$ cat config.mk
export PLATFORM = sky130hd
export DESIGN_NAME = uart_rx_ctrl
export DESIGN_NICKNAME = d
export VERILOG_FILES = /design/src/rtl/uart_rx_ctrl.sv
export SDC_FILE = /design/constraint.sdc
export NUM_CORES = 1
export LEC_CHECK = 0
export ABC_AREA = 1
export CAP_MARGIN = 20
export CORE_ASPECT_RATIO = 1.1
export CORE_MARGIN = 2
export CORE_UTILIZATION = 54
export CTS_CLUSTER_DIAMETER = 50
export CTS_CLUSTER_SIZE = 30
export DETAILED_ROUTE_END_ITERATION = 16
export GPL_ROUTABILITY_DRIVEN = 0
export GPL_TIMING_DRIVEN = 0
export PLACE_DENSITY = 0.82
export SLEW_MARGIN = 20
export SYNTH_ARGS = -nofsm -noshare
export SYNTH_HDL_FRONTEND = slang
export SYNTH_SLANG_ARGS = --single-unit
$ cat constraint.sdc
create_clock -name CLK -period 4.6 [get_ports CLK]
set_clock_uncertainty 0.05 [all_clocks]
set_input_delay 0.46 -clock CLK [delete_from_list [all_inputs] [get_ports CLK]]
set_output_delay 0.46 -clock CLK [all_outputs]
set_load 0.1 [all_outputs]
$ cat src/rtl/uart_rx_ctrl.sv
// uart_rx_ctrl: frame sequencer for the UART receive path.
// Counts oversampling edges and data bits, opens the sampler/checker
// windows, and converts checker results into one-cycle per-frame pulses.
//
// state  | meaning
// -------+-----------------------------------------------------------
// IDLE   | line idle; waiting for a falling edge while armed
// START  | start bit; strt_chk_en open, glitch rejected at bit end
// DATA   | DATA_W data bits, LSB first; deser_en strobed at each bit end
// PARITY | optional parity bit; par_chk_en open, par_err captured at bit end
// STOP   | stop bit; stp_chk_en open, result pulse issued after bit end
module uart_rx_ctrl #(
  parameter int PRESCALE_W = 6,
  parameter int DATA_W     = 8
) (
  input  logic                  CLK,
  input  logic                  RST,
  input  logic                  RX_IN,
  input  logic                  PAR_EN,
  input  logic [PRESCALE_W-1:0] Prescale,
  input  logic                  sampled_bit,
  input  logic                  par_err,
  output logic [PRESCALE_W-1:0] edge_cnt,
  output logic                  dat_samp_en,
  output logic                  deser_en,
  output logic [2:0]            deser_idx,
  output logic                  strt_chk_en,
  output logic                  par_chk_en,
  output logic                  stp_chk_en,
  output logic                  data_valid,
  output logic                  par_err_o,
  output logic                  stp_err_o
);

  typedef enum logic [2:0] {
    IDLE   = 3'd0,
    START  = 3'd1,
    DATA   = 3'd2,
    PARITY = 3'd3,
    STOP   = 3'd4
  } state_t;

  localparam logic [2:0] LAST_BIT = 3'(DATA_W - 1);

  state_t                  state;
  logic                    armed;
  logic                    par_lat;
  logic                    perr_flag;
  logic [2:0]              bit_cnt;
  logic [PRESCALE_W-1:0]   p_lat;
  logic [PRESCALE_W-1:0]   p_last;
  logic [PRESCALE_W-1:0]   p_pre;
  logic                    bit_end;
  logic                    pre_end;

  // Window outputs are registered, so they are set one cycle ahead using
  // the "next cycle is the bit end" compare (pre_end).
  assign p_last  = p_lat - PRESCALE_W'(1);
  assign p_pre   = p_lat - PRESCALE_W'(2);
  assign bit_end = (edge_cnt == p_last);
  assign pre_end = (edge_cnt == p_pre);

  // Frame sequencer: state, counters, latched frame config and registered outputs.
  always_ff @(posedge CLK) begin
    if (RST) begin
      state       <= IDLE;
      armed       <= 1'b0;
      par_lat     <= 1'b0;
      perr_flag   <= 1'b0;
      bit_cnt     <= '0;
      p_lat       <= '0;
      edge_cnt    <= '0;
      dat_samp_en <= 1'b0;
      deser_en    <= 1'b0;
      deser_idx   <= '0;
      strt_chk_en <= 1'b0;
      par_chk_en  <= 1'b0;
      stp_chk_en  <= 1'b0;
      data_valid  <= 1'b0;
      par_err_o   <= 1'b0;
      stp_err_o   <= 1'b0;
    end else begin
      deser_en    <= 1'b0;
      data_valid  <= 1'b0;
      par_err_o   <= 1'b0;
      stp_err_o   <= 1'b0;
      strt_chk_en <= 1'b0;
      par_chk_en  <= 1'b0;
      stp_chk_en  <= 1'b0;
      dat_samp_en <= 1'b0;

      if (state != IDLE) begin
        edge_cnt <= bit_end ? '0 : edge_cnt + PRESCALE_W'(1);
      end

      case (state)
        IDLE: begin
          edge_cnt <= '0;
          bit_cnt  <= '0;
          if (RX_IN) begin
            armed <= 1'b1;
          end
          // The detection cycle itself is edge 0 of the start bit.
          if (armed && !RX_IN) begin
            state       <= START;
            edge_cnt    <= PRESCALE_W'(1);
            p_lat       <= Prescale;
            par_lat     <= PAR_EN;
            perr_flag   <= 1'b0;
            strt_chk_en <= 1'b1;
            dat_samp_en <= 1'b1;
          end
        end

        START: begin
          if (bit_end) begin
            if (sampled_bit) begin
              state <= IDLE;
            end else begin
              state       <= DATA;
              bit_cnt     <= '0;
              dat_samp_en <= 1'b1;
            end
          end else begin
            strt_chk_en <= 1'b1;
            dat_samp_en <= 1'b1;
          end
        end

        DATA: begin
          dat_samp_en <= 1'b1;
          if (pre_end) begin
            deser_en  <= 1'b1;
            deser_idx <= bit_cnt;
          end
          if (bit_end) begin
            bit_cnt <= bit_cnt + 3'd1;
            if (bit_cnt == LAST_BIT) begin
              state      <= par_lat ? PARITY : STOP;
              par_chk_en <= par_lat;
              stp_chk_en <= !par_lat;
            end
          end
        end

        PARITY: begin
          dat_samp_en <= 1'b1;
          if (bit_end) begin
            perr_flag  <= par_err;
            state      <= STOP;
            stp_chk_en <= 1'b1;
          end else begin
            par_chk_en <= 1'b1;
          end
        end

        STOP: begin
          if (bit_end) begin
            state <= IDLE;
            // Framing error outranks a parity error in the same frame.
            if (!sampled_bit) begin
              stp_err_o <= 1'b1;
            end else if (perr_flag) begin
              par_err_o <= 1'b1;
            end else begin
              data_valid <= 1'b1;
            end
          end else begin
            stp_chk_en  <= 1'b1;
            dat_samp_en <= 1'b1;
          end
        end

        default: begin
          state <= IDLE;
        end
      endcase
    end
  end

endmodule
# Word-level counts from Yosys, hierarchy flattened
# Cells that the tools add are included.
# W data, S select, Z words.
[classes] add_sub_neg=4 n_eq_ne=14 muxes=36 bitwise_logic=4 n_reduce_logical=18
[ops] operator="$mux W3" count=10
[ops] operator="$mux W6" count=3
[ops] operator="$mux W1" count=15
[ops] operator="$pmux W3 S5" count=1
[ops] operator="$ne A2 B2 Y1 const B" count=7
[ops] operator="$eq A6 B6 Y1" count=2
[ops] operator="$pmux W3 S3" count=1
[ops] operator="$add A6 B1 Y6 const B" count=1
[ops] operator="$eq A3 B2 Y1 const B" count=2
[ops] operator="$eq A3 B3 Y1 const B" count=2
[ops] operator="$pmux W1 S2" count=3
[ops] operator="$reduce_and A2 Y1" count=3
[ops] operator="$reduce_and A6 Y1" count=1
[ops] operator="$reduce_bool A3 Y1" count=2
[ops] operator="$sub A6 B1 Y6 const B" count=1
[ops] operator="$sub A6 B2 Y6 const B" count=1
[ops] operator="$not A1 Y1" count=4
[ops] operator="$pmux W1 S4" count=1
[ops] operator="$reduce_and A4 Y1" count=1
[ops] operator="$reduce_bool A2 Y1" count=2
[ops] operator="$reduce_or A2 Y1" count=2
[ops] operator="$reduce_or A4 Y1" count=1
[ops] operator="$add A3 B1 Y3 const B" count=1
[ops] operator="$eq A3 B1 Y1 const B" count=1
[ops] operator="other kinds (7)" count=8
[word_totals] register_bits=32 input_bits=12 output_inout_bits=17 word_cells=92

# Depth between registers and ports, before layout
# Gate-level depths: netlist of run 1.
[logic_depth] ltp_word=5 mapped_depth=15

# Worst setup path after synthesis of run 1
# Ideal clock, no wire load.
[synth_path] path_kind="flip-flop to flip-flop" start="reg edge_cnt[2]" end="reg bit_cnt[0]" setup_time_ps=113 arrival_time_ps=2088 required_time_ps=4437 slack_ps=2349 path_stages_with_launch=13 path_buffers=1 path_cell_list="dfxtp_1 clkbuf_2 inv_1 nand2_1 nand2_1 nand2_1 nand3_2 nor2_4 nand2_4 a21oi_4 o21ai_0 nand2_1 nor2_1"
[synth_via] elab_chain_cells=3
[synth_rtl] item="from (decl)" line="23" text="output logic [PRESCALE_W-1:0] edge_cnt,"
[synth_rtl] item="from (signal assigned)" line="93" text="edge_cnt <= bit_end ? '0 : edge_cnt + PRESCALE_W'(1);"
[synth_rtl] item="$eq A6 B6 Y1 *" line="60" text="assign bit_end = (edge_cnt == p_last);"
[synth_rtl] item="$ne A2 B2 Y1 (no source line)"
[synth_rtl] item="$reduce_and A4 Y1 (no source line) *"
[synth_rtl] item="to (signal assigned)" line="137" text="bit_cnt <= bit_cnt + 3'd1;"
[synth_rtl] item="to (decl)" line="49" text="logic [2:0] bit_cnt;"
# Every way passes the cells marked *; elsewhere a longest branch is shown, timed or not.
# A chain may end at the register's enable or synchronous reset.

# Final worst setup path of run 1
[layout_path] start="reg edge_cnt[4]" end="out edge_cnt[4]"
# No word-level cell between the ends.

==> results of run 1 <==
## state kept, by name, indices dropped and copies added (netlist names)
signal / flops
state: 3
armed: 1
stp_chk_en: 1
bit_cnt: 3
par_err_o: 1
p_lat: 6
stp_err_o: 1
dat_samp_en: 1
deser_idx: 3
strt_chk_en: 1
par_lat: 1
edge_cnt: 6
par_chk_en: 1
deser_en: 1
data_valid: 1
perr_flag: 1
## synthesized netlist by cell type
master	n	area, um2
a21oi_4	1	16.27
xnor2_1	7	61.31
inv_1	30	112.6
nand4_1	5	31.28
nor2_2	2	12.51
o21ai_0	18	90.09
nor3_2	1	10.01
nand2_2	1	6.260
nand2_4	2	22.52
nor2_4	1	11.26
nor3_1	4	20.02
buf_2	1	5.000
nand3_1	10	50.05
xor2_1	6	52.55
clkbuf_2	1	5.000
and3_1	1	6.260
ha_1	6	75.07
nor3b_2	1	12.51
nor2_1	32	120.1
a21oi_1	13	65.06
nand3_2	1	10.01
or2_2	1	6.260
nand2_1	39	146.4
o21ai_2	1	8.760
clkbuf_1	2	7.510
a31oi_1	2	12.51
dfxtp_1	32	640.6
o22ai_1	1	6.260
## layout make-up
class	instances	area, um2
buffer	4	17.52
clock buffer	6	41.29
clock inverter	2	35.03
fill	248	805.8
inverter	30	112.6
multi-input combinational	156	853.3
sequential	32	640.6
tap	33	41.29
timing repair buffer	28	280.3
## stage by stage
step	instance area [um2]	setup WS, ns	util (%)	instances
2_1_floorplan	1624	2.349	-	222
3_3_place_gp	1946	2.480	68.81	283
5_1_grt	2022	2.062	71.50	291
4_1_cts	2022	2.092	71.50	291
6_report	2022	2.102	71.50	291
3_5_place_dp	1946	2.484	68.81	283
## layer usage
layer,global-route usage (%),wire (um)
met2,37.98,1754
met1,29.16,1552
met4,11.56,76
met5,0,0
met3,5.042,228
## cell families (layout without fill, tap and decap cells)
kind of cell	count (synthesis)	in the layout	synth area share [%]
adder cells (fa/ha/maj)	6	6	4.622
AND/OR/NAND/NOR	101	101	28.66
buffers and inverters	34	70	8.012
AO/OA/AOI/OAI	36	36	12.25
flip-flops	32	32	39.45
XOR/XNOR	13	13	7.011
## path summary, 6_finish.rpt
check | startpoint | end | slack [ns] | depth (start not counted)
worst min-delay path | perr_flag | data_valid | 0.41 | 1
worst max register to register | p_lat[1] | edge_cnt[0] | 2.63 | 12
worst max-delay path | edge_cnt[4] | edge_cnt[4] | 2.10 | 1
worst min register to register | perr_flag | data_valid | 0.41 | 1
## where the power goes
| group | total (mW) | switching [mW] | internal, mW |
|---|---|---|---|
| combinational | 0.429 | 0.279 | 0.150 |
| sequential | 0.348 | 0.0319 | 0.316 |
| clock | 0.210 | 0.0964 | 0.114 |
| total | 0.987 | 0.408 | 0.580 |
==> metrics.txt, run 1 <==
LEAKAGE=0.8934 nW; Worst path slowest cell=clkdlybuf4s50_1; Skew-Pair Late Insertion Delay=0.34 ns; 1st-pass router iterations=5; post_cts resized=0; first-pass GRT wire length=5947 um; critical path endpoint category=output pin; critical path class=flip-flop to output pin; drt total wl=3611 um; Top-Level Pins=29; ant diodes=0; Max Freq=0.4003 GHz; synth unique cells=28; endpoints failing hold=0; Via density=5.186; sequential-to-total area share from yosys stat=39.45%; Tot Pwr=0.9872 mW; peak supply drop=between 300 and 400 uV; DIE HEIGHT=approximately 62 um; ratio of cells with drive above 1 in the final layout=8.140%; Placeable Area=approximately 2800 um2; Setup crit start kind=flip-flop; number of global-route vias before repair=roughly 1300; Clock Pin Slew Worst Setup and Hold Paths=0.11 ns; std cell rows=20; max_cap viols=0; GRT Total Usage=a little under a quarter; Vias=1509; Synth-to-Final Area Change=24.50%; Clock Tree Buf Depth=2; post-route ant nets=0; Mapped Nets=240; yosys warns=0; Final nets=275; Clock Sinks=32; H-tree Lvls=2; Post-CTS Setup Inserts=0; initial core utilization=between 50% and 60%; 1st-iter DRT viols=86; Syn Area/Cell=7.316 um2; hpwl dp=2593 um; Final period util=a little over half; RSZ-0062 raised after global routing=no; status=completed; commonest cells after routing, fill and taps aside=nand2_1, nor2_1, dfxtp_1, inv_1, clkdlybuf4s50_1; die width=between 50 and 60 um; total gr overflow=0; most common cell after layout, fill and taps aside=nand2_1; routed len/inst=12.41 um; Worst Path Max Fanout=5; worst hold slack=0.4058 ns; Mapped Cells=222; final setup TNS=0 ns; die area=about 3500 um2; Top Family by Delay on Critical Path=buffers and inverters; root buf cell=clkbuf_4; Final Max Slew Viols=0; Rel. slew slack=33.79%; Yosys reg bits=32; Port-buffer cells=28; minimum clock period=2.498 ns; setup violators final=0; CP cell instances=clkdlybuf4s50_1; # DRC=0; CP required=4.09 ns; slew at the pin with the worst max-slew slack=0.9901 ns; CP peak stage delay=1.18 ns; Buffers & Inverters on Critical Path=1; CTS tree=yes; total CTS buffers=5; Hold WC Path Type=flip-flop to flip-flop; largest net degree at the start of global routing=11; cts hold-fix bufs=0; Pwr Density=between 400 and 500 nW/um2; initial antenna violation count=0; Data arrival, critical path=1.99 ns; Syn Std Cell Area=1624 um2
Note: power is estimated with default switching activity, not from simulation.
==> run 2, diff against run 1 <==
--- a/config.mk
+++ b/config.mk
@@ -9,13 +9,13 @@
 export CAP_MARGIN = 20
 export CORE_ASPECT_RATIO = 1.1
 export CORE_MARGIN = 2
-export CORE_UTILIZATION = 54
+export CORE_UTILIZATION = 52
 export CTS_CLUSTER_DIAMETER = 50
 export CTS_CLUSTER_SIZE = 30
 export DETAILED_ROUTE_END_ITERATION = 16
 export GPL_ROUTABILITY_DRIVEN = 0
 export GPL_TIMING_DRIVEN = 0
-export PLACE_DENSITY = 0.82
+export PLACE_DENSITY = 0.79
 export SLEW_MARGIN = 20
 export SYNTH_ARGS = -nofsm -noshare
 export SYNTH_HDL_FRONTEND = slang
==> constraint.sdc (replaced) <==
create_clock -name CLK -period 2.3 [get_ports CLK]
set_clock_uncertainty 0.05 [all_clocks]
set_input_delay 0.23 -clock CLK [delete_from_list [all_inputs] [get_ports CLK]]
set_output_delay 0.23 -clock CLK [all_outputs]
set_load 0.1 [all_outputs]
==> run 2 against run 1 <==
  * Sequential power up 100%
  * Global-route usage down 1.2 points
  * Die area up 3.6%
  * Non-clock buffer count unchanged
  * Combinational power up 98%
  * Clock-buffer cell count up 1
  * First-iteration DRC count down 17%
  * Cell area down 0.25%
  * Worst hold slack better by 0.0088 ns
  * Clock power up 70%
  * Critical path type unchanged
  * Largest cell class unchanged
  * Largest power group unchanged
==> metrics.txt, run 2 (same netlist as run 1, synthesis figures left out) <==
peak supply drop=828.8 uV; Reg area=640.6 um2; Synth-to-Final Area Change=24.19%; Reg-to-Reg Start=p_lat[2]; final setup TNS=0 ns; post-route ant nets=0; total CTS buffers=5; cts hold-fix bufs=0; CP required=2.02 ns; initial core utilization=53.75%; Net Switching=0.8037 mW; largest net degree at the start of global routing=11; Logic pwr share=between 40% and 50%; worst hold slack=0.4146 ns; routed len/inst=11.96 um; Post-CTS Setup Inserts=0; first-pass GRT wire length=5996 um; sequential share of power=36.6%; multi-input logic area=853.3 um2; Pwr Density=945.7 nW/um2; Max Freq=0.4517 GHz; Buffers & Inverters on Critical Path=1; Worst path slowest cell=clkdlybuf4s50_1; GRT Total Usage=21.92%; clock power share=18.7%; most common cell after layout, fill and taps aside=nand2_1; Skew-Pair Late Insertion Delay=between 0.3 and 0.4 ns; Final Max Slew Viols=0; CP peak stage delay=1.17 ns; Placeable Area=3022 um2; LEAKAGE=0.9256 nW; initial antenna violation count=0; Data arrival, critical path=1.93 ns; CTS tree=yes; hpwl dp=2551 um; Setup crit start=edge_cnt[0]; Final period util=96.26%; Rel. slew slack=35.12%; 1st-pass router iterations=4; number of global-route vias before repair=~1300; std cell rows=21; minimum clock period=between 2 and 2.5 ns; endpoints failing hold=0; Via density=5.107; die width=57.29 um; critical path endpoint category=output pin; RSZ-0062 raised after global routing=no; Top Family by Delay on Critical Path=buffers and inverters; Clock Tree Buf Depth=2; H-tree Lvls=2; Vias=about 1500; Worst Hold Launch=perr_flag; Worst Path Max Fanout=5; max_cap viols=0; Setup crit start kind=flip-flop; ant diodes=0; die area=3587 um2; total gr overflow=0; biggest regs=edge_cnt: 6 flops, p_lat: 6 flops; setup violators final=0; Top-Level Pins=29; CP cell instances=clkdlybuf4s50_1; commonest cells after routing, fill and taps aside=nand2_1, nor2_1, dfxtp_1, inv_1, clkdlybuf4s50_1; # fillers=roughly 260; Switching Fraction=42.14%; ratio of cells with drive above 1 in the final layout=8.171%; drt total wl=3479 um; Clock Pin Slew Worst Setup and Hold Paths=0.10 ns; Cell Area, Placed=1947 um2; Port-buffer cells=28; DIE HEIGHT=between 60 and 70 um; status=completed; Clock Sinks=32; Hold WC Path Type=flip-flop to flip-flop; critical path class=flip-flop to output pin; Tot Pwr=about 1.9 mW; root buf cell=clkbuf_4; # DRC=0; slew at the pin with the worst max-slew slack=0.9701 ns; Final nets=between 200 and 300; 1st-iter DRT viols=a little over 70; P_int=1.104 mW; post-route cell area=slightly above 2000 um2
run 2: power groups by stage:
stage | Clock [mW] | Sequential [mW] | Combinational [mW]
CTS | 0.369 | 0.698 | 0.850
floorplan | 0 | 0.835 | 0.552
global placement | 0 | 0.709 | 0.832
finish | 0.357 | 0.699 | 0.851
global route | 0.400 | 0.710 | 0.947
detailed placement | 0 | 0.710 | 0.845
run 2: area by class of cell:
cell class	count	share of cell area (%)
inverters	30	5.583
repair buffers	28	14.14
clock buffers	7	3.226
well taps	34	2.109
multi-input cells	156	42.31
flip-flops and latches	32	31.76
plain buffers	4	0.8685
run 2: worst register-to-register path, delay by kind of cell (launching register included):
family | cells | cell delay [ns]
compound gates | 2 | 0.33
fa+ha+maj | 1 | 0.19
simple gates | 10 | 0.80
flops | 1 | 0.38
buf+inv | 1 | 0.10
run 2: through the flow:
step,instances,utilization (%),worst slack [ns]
detailed placement,284,64.43,0.3969
CTS,291,66.58,0.01088
floorplan,222,-,0.04899
finish,291,66.75,0.08604
global placement,284,64.43,0.4097
global route,291,66.75,0.02803
run 2: timing repair:
action                                  in CTS  in global routing
endpoints found under the hold margin        0                  0
resized for setup                            0                  2
endpoints found under the setup margin       0                  2
run 2: worst paths after layout:
| kind | slack (ns) | cells past startpoint | end |
|---|---|---|---|
| setup / recovery | 0.09 | 1 | edge_cnt[0] |
| hold / removal | 0.41 | 1 | data_valid |
| setup reg to reg | 0.39 | 14 | bit_cnt[0] |
| hold reg to reg | 0.41 | 1 | data_valid |
run 2: metal layers:
| layer | GRT usage (%) | vias to the layer above | routed length [um] |
|---|---|---|---|
| li1 | - | 782 | - |
| met2 | 33.33 | 30 | 1637 |
| met3 | 5.797 | 8 | 140 |
| met4 | 9.884 | 0 | 63 |
| met1 | 28.91 | 666 | 1638 |
| met5 | 0 | - | 0 |
==> run 3, diff against run 2 <==
--- a/config.mk
+++ b/config.mk
@@ -8,7 +8,6 @@
 export ABC_AREA = 1
 export CAP_MARGIN = 20
 export CORE_ASPECT_RATIO = 1.1
-export CORE_MARGIN = 2
 export CORE_UTILIZATION = 52
 export CTS_CLUSTER_DIAMETER = 50
 export CTS_CLUSTER_SIZE = 30
==> run 3 against run 2 <==
  * Die area decreased by 6.6%
  * Sequential share of layout area shrank 0.18 points
  * Clock-buffer cell count fell by 2
  * Register-to-register slack lost 0.04 ns
  * Critical path depth unchanged
  * Non-clock buffer count unchanged
  * Highest routed layer unchanged
==> metrics.txt, run 3 (same netlist as run 1, synthesis figures left out) <==
ratio of cells with drive above 1 in the final layout=8.527%; root buf cell=clkbuf_4; peak supply drop=865.7 uV; Worst Path Max Fanout=5; setup violators final=0; Worst path slowest cell=clkdlybuf4s50_1; slew at the pin with the worst max-slew slack=0.9708 ns; Vias=1481; Synth-to-Final Area Change=24.88%; RSZ-0062 raised after global routing=no; Top-Level Pins=29; max_cap viols=0; number of global-route vias before repair=roughly 1300; Top Layer Used=met4; most common cell after layout, fill and taps aside=nand2_1; Hold WC Path Type=primary input to flip-flop; 1st-pass router iterations=4; die area=3351 um2; Port-buffer cells=28; # DRC=0; endpoints failing hold=0; Skew-Pair Late Insertion Delay=0.35 ns; Tot Pwr=1.992 mW; Top Family by Delay on Critical Path=buffers and inverters; critical path endpoint category=output pin; DIE HEIGHT=a little over 60 um; initial core utilization=56.43%; final setup TNS=0 ns; met2 routed WL=1622 um; total gr overflow=0; critical path class=flip-flop to output pin; minimum clock period=roughly 2.2 ns; Clock Sinks=32; CP required=2.02 ns; worst hold slack=0.3987 ns; Clock Tree Buf Depth=2; status=completed; initial antenna violation count=0; met3 WL=131 um; Final nets=275; Pwr Density=982.3 nW/um2; Via density=between 5 and 6; Setup crit start=edge_cnt[1]; CP peak stage delay=1.17 ns; post-route ant nets=0; hold worst-path end=perr_flag; post_cts resized=0; Buffers & Inverters on Critical Path=1; hold path depth=3; Max Freq=0.4471 GHz; biggest regs=edge_cnt: 6 flops, p_lat: 6 flops; drt total wl=3471 um; commonest cells after routing, fill and taps aside=nand2_1, nor2_1, dfxtp_1, inv_1, clkdlybuf4s50_1; H-tree Lvls=2; Data arrival, critical path=1.96 ns; Setup crit start kind=flip-flop; routed len/inst=11.93 um; CP cell instances=clkdlybuf4s50_1; Post-CTS Setup Inserts=0; largest net degree at the start of global routing=12; first-pass GRT wire length=roughly 5700 um; die width=55.29 um; Final Max Slew Viols=0; Cell Area, Placed=1946 um2; 1st-iter DRT viols=40; ant diodes=0; R2R Setup Slk=0.35 ns; std cell rows=20; Clock Pin Slew Worst Setup and Hold Paths=approximately 0.11 ns; Metal-1 WL=1626 um; hpwl dp=2576 um; total CTS buffers=5; RR Endpoint=bit_cnt[0]; cts hold-fix bufs=0; GRT Total Usage=22.82%; r2r worst-path depth=13; Rel. slew slack=35.08%; LEAKAGE=0.9111 nW; Reg-to-Reg Start=p_lat[2]; Final period util=97.25%; Placeable Area=approximately 2900 um2; post-route cell area=2028 um2; Worst Hold Launch=par_err; CTS tree=yes
## run 3: cell count changes in the layout (fill, tap and decap cells not counted), sizes merged
cell,previous run,this run
clkinv,0,1
clkdlybuf4s50,26,27
dlymetal6s2s,2,1
bufinv,0,1
clkinvlp,0,1
clkbuf,10,8
## run 3: layer usage
| layer | track usage (%) | vias to the layer above |
|---|---|---|
| li1 | - | 779 |
| met1 | 27.89 | 656 |
| met4 | 14.29 | 0 |
| met3 | 5.117 | 8 |
| met2 | 37.35 | 38 |
| met5 | 0 | - |
## run 3: through the flow
stage	utilization, %	worst slack [ns]	std cells
detailed placement	67.61	0.3759	283
global route	70.48	0.01165	291
global placement	67.61	0.4137	283
finish	70.48	0.06330	291
CTS	70.39	0.01435	291
floorplan	-	0.04899	222
## run 3: area by class of cell
class                   instances  area (um2)
repair buffers                 28       282.8
multi-input cells             156       853.3
flip-flops and latches         32       640.6
clock inverters                 3       42.54
clock buffers                   5       37.54
plain buffers                   4       17.52
well taps                      33       41.29
inverters                      30       112.6
fillers                       256       849.6
## run 3: worst max-delay path by stage
stage                       end  slack [ns]  cells past startpoint
floorplan            bit_cnt[0]        0.05                     12
global placement    edge_cnt[4]        0.41                      1
detailed placement   bit_cnt[0]        0.38                     13
CTS                 edge_cnt[4]        0.01                      1
global route        edge_cnt[0]        0.01                      1
finish              edge_cnt[1]        0.06                      1
## run 3: power breakdown
part           total (mW)  switching [mW]  leakage [nW]  internal (mW)
sequential          0.699          0.0660         0.260          0.633
combinational       0.860           0.561         0.610          0.299
clock               0.434           0.207        0.0412          0.226
total                1.99           0.834         0.911           1.16
